File: src/rtl/ita_hwpe_output_arbiter_pkg.sv
// Shared types and constants for the HWPE output arbiter and output packing buffer.
// The default burst length equals the packing factor of the output buffer.
package ita_hwpe_output_arbiter_pkg;

    typedef enum logic [0:0] {
        ARB_IDLE   = 1'b0,
        ARB_LOCKED = 1'b1
    } ita_out_arb_state_e;

    localparam int unsigned ITA_OUT_BURST_LEN = 2;

    function automatic int unsigned wrap_inc(input int unsigned idx, input int unsigned n);
        return (idx + 1 >= n) ? 0 : idx + 1;
    endfunction

endpackage

File: src/rtl/ita_hwpe_output_arbiter_if.sv
// Request/output stream bundle between result producers, the arbiter and the output buffer.
interface ita_hwpe_output_arbiter_if #(
    parameter int unsigned NUM_REQ    = 2,
    parameter int unsigned DATA_WIDTH = 32
);
    logic [NUM_REQ-1:0]              in_valid_i;
    logic [NUM_REQ-1:0]              in_ready_o;
    logic [NUM_REQ*DATA_WIDTH-1:0]   in_data_i;
    logic [NUM_REQ*DATA_WIDTH/8-1:0] in_strb_i;
    logic                            out_valid_o;
    logic                            out_ready_i;
    logic [DATA_WIDTH-1:0]           out_data_o;
    logic [DATA_WIDTH/8-1:0]         out_strb_o;

    modport slave (
        input  in_valid_i, in_data_i, in_strb_i, out_ready_i,
        output in_ready_o, out_valid_o, out_data_o, out_strb_o
    );

    modport master (
        output in_valid_i, in_data_i, in_strb_i, out_ready_i,
        input  in_ready_o, out_valid_o, out_data_o, out_strb_o
    );
endinterface

File: src/rtl/ita_hwpe_output_arbiter_rr_select.sv
// Wrap-around priority search: first valid requester at or above ptr_i, wrapping to 0.
// A pointer tied to 0 gives plain lowest-index priority.
module ita_hwpe_output_arbiter_rr_select #(
    parameter int unsigned NUM_REQ = 2,
    parameter int unsigned IDX_W   = $clog2(NUM_REQ)
) (
    input  logic [NUM_REQ-1:0] valid_i,
    input  logic [IDX_W-1:0]   ptr_i,
    output logic [IDX_W-1:0]   winner_o,
    output logic               any_o
);

    function automatic int unsigned rot_idx(input int unsigned ptr, input int unsigned k);
        int unsigned s;
        s = ptr + k;
        return (s >= NUM_REQ) ? s - NUM_REQ : s;
    endfunction

    always_comb begin
        winner_o = '0;
        any_o    = 1'b0;
        for (int unsigned k = 0; k < NUM_REQ; k++) begin
            if (!any_o && valid_i[rot_idx(32'(ptr_i), k)]) begin
                winner_o = IDX_W'(rot_idx(32'(ptr_i), k));
                any_o    = 1'b1;
            end
        end
    end

endmodule

File: src/rtl/ita_hwpe_output_arbiter.sv
// Burst-locked arbiter sharing the output packing buffer between NUM_REQ producers.
// Define ITA_OUT_ARB_FIXED_PRIO_EN for lowest-index priority instead of round-robin.
//
// state      | meaning
// ARB_IDLE   | arbitrating; winner passes through with zero latency
// ARB_LOCKED | owner holds the output until BURST_LEN beats are transferred
module ita_hwpe_output_arbiter
    import ita_hwpe_output_arbiter_pkg::*;
#(
    parameter int unsigned NUM_REQ    = 2,
    parameter int unsigned DATA_WIDTH = 32,
    parameter int unsigned BURST_LEN  = ITA_OUT_BURST_LEN,
    parameter int unsigned IDX_W      = $clog2(NUM_REQ)
) (
    input  logic                     clk_i,
    input  logic                     rst_ni,
    input  logic                     clear_i,
    ita_hwpe_output_arbiter_if.slave bus,
    output logic [IDX_W-1:0]         grant_o,
    output logic                     busy_o
);
    localparam int unsigned STRB_W = DATA_WIDTH / 8;
    localparam int unsigned CNT_W  = $clog2(BURST_LEN + 1);

    ita_out_arb_state_e r_state, w_state_nxt;
    logic [IDX_W-1:0]   r_rr_ptr, w_rr_ptr_nxt;
    logic [IDX_W-1:0]   r_owner, w_owner_nxt;
    logic [CNT_W-1:0]   r_beat_cnt, w_beat_cnt_nxt;
    logic [IDX_W-1:0]   w_ptr, w_winner, w_sel;
    logic               w_any, w_active, w_hs;

`ifdef ITA_OUT_ARB_FIXED_PRIO_EN
    assign w_ptr = '0;
`else
    assign w_ptr = r_rr_ptr;
`endif

    ita_hwpe_output_arbiter_rr_select #(
        .NUM_REQ (NUM_REQ),
        .IDX_W   (IDX_W)
    ) u_rr_select (
        .valid_i  (bus.in_valid_i),
        .ptr_i    (w_ptr),
        .winner_o (w_winner),
        .any_o    (w_any)
    );

    // The owner stays connected while locked even if its valid drops mid-burst.
    assign w_active        = (r_state == ARB_LOCKED) | w_any;
    assign w_sel           = (r_state == ARB_LOCKED) ? r_owner : w_winner;
    assign bus.out_valid_o = w_active & bus.in_valid_i[w_sel] & ~clear_i;
    assign w_hs            = bus.out_valid_o & bus.out_ready_i;
    assign grant_o         = w_active ? w_sel : '0;
    assign busy_o          = (r_state == ARB_LOCKED);

    always_comb begin
        bus.out_data_o = '0;
        bus.out_strb_o = '0;
        bus.in_ready_o = '0;
        if (w_active) begin
            bus.out_data_o        = bus.in_data_i[w_sel*DATA_WIDTH +: DATA_WIDTH];
            bus.out_strb_o        = bus.in_strb_i[w_sel*STRB_W +: STRB_W];
            bus.in_ready_o[w_sel] = bus.out_ready_i & ~clear_i;
        end
    end

    always_comb begin
        w_state_nxt    = r_state;
        w_rr_ptr_nxt   = r_rr_ptr;
        w_owner_nxt    = r_owner;
        w_beat_cnt_nxt = r_beat_cnt;
        if (clear_i) begin
            w_state_nxt    = ARB_IDLE;
            w_beat_cnt_nxt = '0;
        end else if (w_hs) begin
            unique case (r_state)
                ARB_IDLE: begin
                    if (BURST_LEN == 1) begin
                        w_rr_ptr_nxt = IDX_W'(wrap_inc(32'(w_winner), NUM_REQ));
                    end else begin
                        w_owner_nxt    = w_winner;
                        w_beat_cnt_nxt = CNT_W'(1);
                        w_state_nxt    = ARB_LOCKED;
                    end
                end
                ARB_LOCKED: begin
                    if (r_beat_cnt == CNT_W'(BURST_LEN - 1)) begin
                        w_beat_cnt_nxt = '0;
                        w_rr_ptr_nxt   = IDX_W'(wrap_inc(32'(r_owner), NUM_REQ));
                        w_state_nxt    = ARB_IDLE;
                    end else begin
                        w_beat_cnt_nxt = r_beat_cnt + 1'b1;
                    end
                end
                default: w_state_nxt = ARB_IDLE;
            endcase
        end
`ifdef ITA_OUT_ARB_FIXED_PRIO_EN
        w_rr_ptr_nxt = '0;
`endif
    end

    always_ff @(posedge clk_i or negedge rst_ni) begin
        if (!rst_ni) begin
            r_state    <= ARB_IDLE;
            r_rr_ptr   <= '0;
            r_owner    <= '0;
            r_beat_cnt <= '0;
        end else begin
            r_state    <= w_state_nxt;
            r_rr_ptr   <= w_rr_ptr_nxt;
            r_owner    <= w_owner_nxt;
            r_beat_cnt <= w_beat_cnt_nxt;
        end
    end

    // Producers must hold a pending beat until it is accepted.
    for (genvar r = 0; r < NUM_REQ; r++) begin : g_hold_chk
        a_in_hold: assert property (@(posedge clk_i) disable iff (!rst_ni)
            (bus.in_valid_i[r] && !bus.in_ready_o[r]) |=>
                ($stable(bus.in_data_i[r*DATA_WIDTH +: DATA_WIDTH]) &&
                 $stable(bus.in_strb_i[r*STRB_W +: STRB_W])));
    end

endmodule

File: src/flat_wrapper.sv
// flat-port wrapper written by rule: the top's interface ports become plain ports
module ita_hwpe_output_arbiter_flat import ita_hwpe_output_arbiter_pkg::*;
#(
    parameter int unsigned NUM_REQ    = 2,
    parameter int unsigned DATA_WIDTH = 32,
    parameter int unsigned BURST_LEN  = ITA_OUT_BURST_LEN,
    parameter int unsigned IDX_W      = $clog2(NUM_REQ)
)
  (clk_i, rst_ni, clear_i, grant_o, busy_o, bus_in_valid_i, bus_in_data_i, bus_in_strb_i, bus_out_ready_i, bus_in_ready_o, bus_out_valid_o, bus_out_data_o, bus_out_strb_o);
  ita_hwpe_output_arbiter_if #(.NUM_REQ(NUM_REQ), .DATA_WIDTH(DATA_WIDTH)) bus_i ();
  input  logic clk_i;
  input  logic rst_ni;
  input  logic clear_i;
  output logic [IDX_W-1:0] grant_o;
  output logic busy_o;
  input wire logic [$bits(bus_i.in_valid_i)-1:0] bus_in_valid_i;
  input wire logic [$bits(bus_i.in_data_i)-1:0] bus_in_data_i;
  input wire logic [$bits(bus_i.in_strb_i)-1:0] bus_in_strb_i;
  input wire logic [$bits(bus_i.out_ready_i)-1:0] bus_out_ready_i;
  output wire logic [$bits(bus_i.in_ready_o)-1:0] bus_in_ready_o;
  output wire logic [$bits(bus_i.out_valid_o)-1:0] bus_out_valid_o;
  output wire logic [$bits(bus_i.out_data_o)-1:0] bus_out_data_o;
  output wire logic [$bits(bus_i.out_strb_o)-1:0] bus_out_strb_o;
  assign bus_i.in_valid_i = bus_in_valid_i;
  assign bus_i.in_data_i = bus_in_data_i;
  assign bus_i.in_strb_i = bus_in_strb_i;
  assign bus_i.out_ready_i = bus_out_ready_i;
  assign bus_in_ready_o = bus_i.in_ready_o;
  assign bus_out_valid_o = bus_i.out_valid_o;
  assign bus_out_data_o = bus_i.out_data_o;
  assign bus_out_strb_o = bus_i.out_strb_o;
  ita_hwpe_output_arbiter #(.NUM_REQ(NUM_REQ), .DATA_WIDTH(DATA_WIDTH), .BURST_LEN(BURST_LEN), .IDX_W(IDX_W)) u_core (.clk_i(clk_i), .rst_ni(rst_ni), .clear_i(clear_i), .bus(bus_i), .grant_o(grant_o), .busy_o(busy_o));
endmodule
File: config.mk
export PLATFORM = sky130hd
export DESIGN_NAME = ita_hwpe_output_arbiter_flat
export DESIGN_NICKNAME = d
export VERILOG_FILES = /design/src/rtl/ita_hwpe_output_arbiter_pkg.sv /design/src/rtl/ita_hwpe_output_arbiter_if.sv /design/src/rtl/ita_hwpe_output_arbiter_rr_select.sv /design/src/rtl/ita_hwpe_output_arbiter.sv /design/src/flat_wrapper.sv
export SDC_FILE = /design/constraint.sdc
export NUM_CORES = 1
export LEC_CHECK = 0
export BUFFER_PORTS_ARGS = -buffer_cell sky130_fd_sc_hd__buf_2
export CAP_MARGIN = 5
export CORE_ASPECT_RATIO = 0.7
export CORE_MARGIN = 5
export CORE_UTILIZATION = 30
export CTS_BUF_LIST = sky130_fd_sc_hd__clkbuf_4
export DETAILED_ROUTE_END_ITERATION = 10
export GPL_TIMING_DRIVEN = 0
export PLACE_DENSITY = 0.83
export SLEW_MARGIN = 40
export SYNTH_ARGS = -nofsm -noshare
export SYNTH_HDL_FRONTEND = slang
export SYNTH_HIERARCHICAL = 1
export SYNTH_SLANG_ARGS = --single-unit
File: constraint.sdc
create_clock -name clk_i -period 2.2 [get_ports clk_i]
set_input_delay 0.44 -clock clk_i [delete_from_list [all_inputs] [get_ports clk_i]]
set_output_delay 0.44 -clock clk_i [all_outputs]
set_load 0.02 [all_outputs]
# Yosys cells after proc, flatten, opt, wreduce, memory -nomap -nowiden
# Cells that the tools add are included.
# op_classes
mux,28
n_shift,2
n_reduce_logical,6
addsub,5
bitwise_logic,8
eq_ne,1
magnitude_cmp,7
# ops
operator,count
$mux 32,3
$lt 32x2->1 const B,2
$shiftx 64x7->32,1
$mux 1,17
$mux 2,4
$shiftx 8x4->4,1
$add 1x1->2 const B,2
$and 1x1->1,4
$ge 2x2->1 const B,2
$mux 4,1
$pmux 2 s2,1
$reduce_and 4->1,1
$sub 1x2->3 const B,1
$sub 2x2->3 const B,1
$add 2x1->2 const B,1
$and 2x2->2,1
$eq 2x1->1 const B,1
$ge 1x2->1 const B,1
$logic_and 1x1->1,2
$lt 1x2->1 const B,1
$not 1->1,2
$pmux 1 s2,1
$reduce_and 2->1,1
$reduce_bool 2->1,1
4 further kinds,4
# word_totals
output_inout_bits,41
in_bits,78
regBits,5

# Logic depth before layout (Yosys ltp)
# logic_depth
word_depth,16
ltp_mapped,7
depth_no_buf,6

# By module
# Netlist, hierarchy kept.
# modules_own_cells
mod,seq_area_each_um2,instances,area_each_um2,cells_each
ita_hwpe_output_arbiter,125.1,1,784.5,149
ita_hwpe_output_arbiter_rr_select,0.0,1,17.5,3

# Worst setup path after synthesis
# No wires, ideal clock.
# synth_path
path_kind,register to output
start,"register u_core.r_state, in the netlist u_core/busy_o"
end,output port bus_out_data_o[27]
arrival_ns,1.711
n_path_buf,2
path_stages_with_launch,6
slack_ns,0.049
t_required_ns,1.760
path_cell_list,dfrtp_1 mux2i_1 buf_2 buf_1 nand2_1 a21oi_1
# synth_via
elab_chain_cells,3
elab_cells_between_ends,4
cone_classes,shift: 1; mux: 2; bitwise: 1
# synth_rtl
element,line,rtl
start: declaration,ita_hwpe_output_arbiter.sv:25,"ita_out_arb_state_e r_state, w_state_nxt;"
start signal: assignment,ita_hwpe_output_arbiter.sv:110,r_state <= w_state_nxt;
$mux 1,--,
$shiftx 64x7->32,ita_hwpe_output_arbiter.sv:61,bus.out_data_o = bus.in_data_i[w_sel*DATA_WIDTH +: DATA_WIDTH];
$mux 32 (*),ita_hwpe_output_arbiter.sv:60,if (w_active) begin
end: declaration,flat_wrapper.sv:22,output wire logic [$bits(bus_i.out_data_o)-1:0] bus_out_data_o;
# Mark *: on every way between the ends. The rest lies on a longest branch, timed or not.

# Worst setup path in the final report
# layout_path
start,input port bus_in_valid_i[0]
end,output port bus_out_data_o[13]
# layout_via
elab_cells_between_ends,14
cone_classes,shift: 1; mux: 10; bitwise: 1; reduce/logical: 2
# layout_rtl
element,line,rtl
start: declaration,flat_wrapper.sv:16,input wire logic [$bits(bus_i.in_valid_i)-1:0] bus_in_valid_i;
$mux 1 (not written as such) (2 in a row),ita_hwpe_output_arbiter_rr_select.sv:23,"if (!any_o && valid_i[rot_idx(32'(ptr_i), k)]) begin"
$mux 1,ita_hwpe_output_arbiter_rr_select.sv:23,
$logic_not 1->1,ita_hwpe_output_arbiter_rr_select.sv:23,
$logic_and 1x1->1,ita_hwpe_output_arbiter_rr_select.sv:23,
$mux 1 (*),ita_hwpe_output_arbiter_rr_select.sv:23,
named net u_core.w_any,ita_hwpe_output_arbiter.sv:30,"logic w_any, w_active, w_hs;"
$or 1x1->1 (*),ita_hwpe_output_arbiter.sv:49,assign w_active = (r_state == ARB_LOCKED) | w_any;
$mux 32 (*),ita_hwpe_output_arbiter.sv:60,
# Mark *: on every way through the listed nets, which the timed path passes. The rest lies on a longest branch. The select of a mux whose other input is x is not followed.

==> flow_metrics.tcl <==
set metrics [dict create \
    r2r-end "u_core/r_rr_ptr" \
    hpwl_microns 3152 \
    core-area_sq_mm 0.002515 \
    clkTransAtPathRegs_ns 0.04 \
    syn-cell-area_sq_um 802.0 \
    grt_pass1_vias 1376 \
    worstSetupPathType "in -> out" \
    cts-root-buf "clkbuf_4" \
    drt-total-wl_microns 3938 \
    drt_pre_antenna_iters 4 \
    rows 15 \
    finalClockSkew_ns 0.0008268 \
    drtAntennaViolNets 0 \
    gr-total-overflow 0 \
    drtIter0Drc 43 \
    grt_pass1_wl_microns 5747 \
    gp_congestion 0.8325 \
    cap_violations 0 \
    finalPower_uw 692.4 \
    initial_core_util 0.3189 \
    ys_top_cells_by_area "nand2_1, a21oi_1, dfrtp_1" \
    crit_required_ns 1.76 \
    max_stage_delay_ns 0.26 \
    synth_seq_area_share 0.1560 \
    setup_viol 0 \
    leakagePower_nw 0.9320 \
    setup-tns-final_ns 0 \
    numCtsBuffers 3 \
    layout.nets 355 \
    fillers 257 \
    critPathBufInv 4 \
    hold_end "u_core/busy_o" \
    relSlewSlack 0.6955 \
    route.detailed.drc 0 \
    finalHoldViolations 0 \
    hold_class "in -> reg" \
    worstPathArrival_ns 1.69 \
    rrSetupSlack_ns 0.54 \
    vias 1469 \
    startpoint "bus_in_valid_i[0]" \
    die_y_microns 53.26 \
    cts_tree "built" \
    critPathTopFamily "buffers and inverters" \
    cts_sinks 5 \
    maxSlewViolCount 0 \
    reg2reg_from "u_core/busy_o" \
    worstHoldStart "clear_i" \
    worstHoldPathCells 2 \
    synthCells 152 \
    synth_top_area_share 0.3417 \
    path_common_cell "buf_2" \
    h-tree-depth 1 \
    crit_fanout 10 \
    dieArea_sq_mm 0.003824 \
    port_buffers 118 \
    status "finished clean" \
    syn_nets 230 \
    grt_max_degree 11 \
    yosys.cell_types.count 19 \
    yosysWarnings 6 \
    fin_crit_ns 2.133 \
    fmax_mhz 468.9 \
    drive_above_1_share 0.5181 \
    rsz0062_at_grt "no" \
    area_delta_synth_final_pct 97.19 \
    fin_crit_sh 0.9694 \
    vias_per_cell 4.739 \
    worst_pin_slew_ns 0.4567 \
    synth_top_area_cell "nand2_1" \
    path_cells "buf_2 > or2_1 > nor2_1 > clkbuf_4 > clkbuf_2 > a21oi_1 > buf_2" \
    clk_path_buf_depth 2 \
    io_pins 119 \
    clock_latency_ns 0.24 \
    antenna_found_initial 0 \
    wl_per_cell_microns 12.70 \
    ir_drop_mv 0.2604 \
    r2r_cells 4 \
    diodes 0 \
    cpMaxStageDelayCell "clkbuf_4" \
    cp-start-kind "input port" \
    die_w_microns 71.80 \
    powerDensity_mw_per_mm2 437.8 \
    avgSynthCellArea_sq_um 5.276 \
    synth-seq-cells 5 \
    grt.total_usage 0.1899 \
    worst_setup_path_end_kind "output port" \
]
==> cell usage in the layout, fill, tap and decap left out, drive strengths merged <==
cell         instances
mux2i                3
nand2               73
a21oi               36
a211oi               2
buf                126
clkbuf               9
o21ai                2
dfrtp                5
dlygate4sd3          1
mux2                 1
inv                  5
or2                  2
nor4                 1
o311a                1
nand3b               1
a21boi               1
nor2                 5
nor3                 2
==> metrics by stage <==
step	instances	hold slack, ns	setup slack (ns)	instance area, sq um	util
2_1_floorplan	152	0.1444	0.04866	802.0	-
3_3_place_gp	304	0.2603	-0.2616	1435	0.5706
3_5_place_dp	304	0.2625	-0.2551	1435	0.5706
4_1_cts	308	0.0001387	0.003040	1494	0.5940
5_1_grt	310	0.4011	0.002398	1582	0.6289
6_report	310	0.4056	0.06727	1582	0.6289
==> synthesized netlist by cell type <==
library cell / instances
inv_1: 5
dfrtp_1: 5
nor2_1: 5
mux2_4: 1
a21oi_1: 36
a21boi_1: 1
mux2i_1: 2
nand3b_1: 1
a211oi_1: 2
nor4_2: 1
mux2i_2: 1
buf_1: 1
nor3_1: 2
nand2_1: 73
o21ai_0: 2
or2_1: 2
clkbuf_1: 6
o311a_1: 1
buf_2: 5
==> cell type report <==
class                      instances  area, sq um  share of cell area
buffer                            12        97.59             0.06171
sequential                         5        126.4             0.07990
inverter                           5        18.77             0.01187
timing repair buffer             120        640.6              0.4051
tap                               34        42.54             0.02690
clock buffer                       4        30.03             0.01899
multi-input combinational        130        625.6              0.3956
==> per-layer routing <==
metal	up-vias	routed length [microns]	global-route usage	share of wire
met5	-	0	0	0
met4	0	20	0.04375	0.0051
met3	4	435	0.05503	0.11
met2	79	1971	0.3506	0.50
met1	638	1510	0.2173	0.38
li1	748	-	-	-
==> cells by family after synthesis <==
kind of cell           synth area share
DFF                              0.1560
AOI/OAI and AO/OA                0.2777
and+or+nand+nor                  0.4181
buffers and inverters           0.08735
muxes                           0.06083
==> flip-flops by register name, indices dropped and copies added, names as in the netlist <==
name	flops
u_core/busy_o	1
u_core/r_beat_cnt	2
u_core/r_owner	1
u_core/r_rr_ptr	1
==> report_power, final <==
part	switching, mW	internal [mW]
Sequential	0.00994	0.0997
Clock	0.0369	0.0808
Combinational	0.266	0.199
Total	0.313	0.379
==> repair_timing <==
action	in CTS	in global routing
hold buffers	0	1
hold endpoints to repair	0	2
buffers inserted	0	1
setup endpoints to repair	31	29
pin swaps	0	1
gates resized for setup	13	30
==> how the worst max path moves through the flow <==
stage	slack, ns	cells after the start	end
5_1_grt	0.002	8	bus_out_data_o[28]
4_1_cts	0.003	8	bus_out_data_o[5]
2_1_floorplan	0.05	5	bus_out_data_o[27]
3_5_place_dp	-0.26	7	bus_out_data_o[5]
3_3_place_gp	-0.26	7	bus_out_data_o[5]
6_report	0.07	7	bus_out_data_o[13]
(Power assumes the default switching activity.)
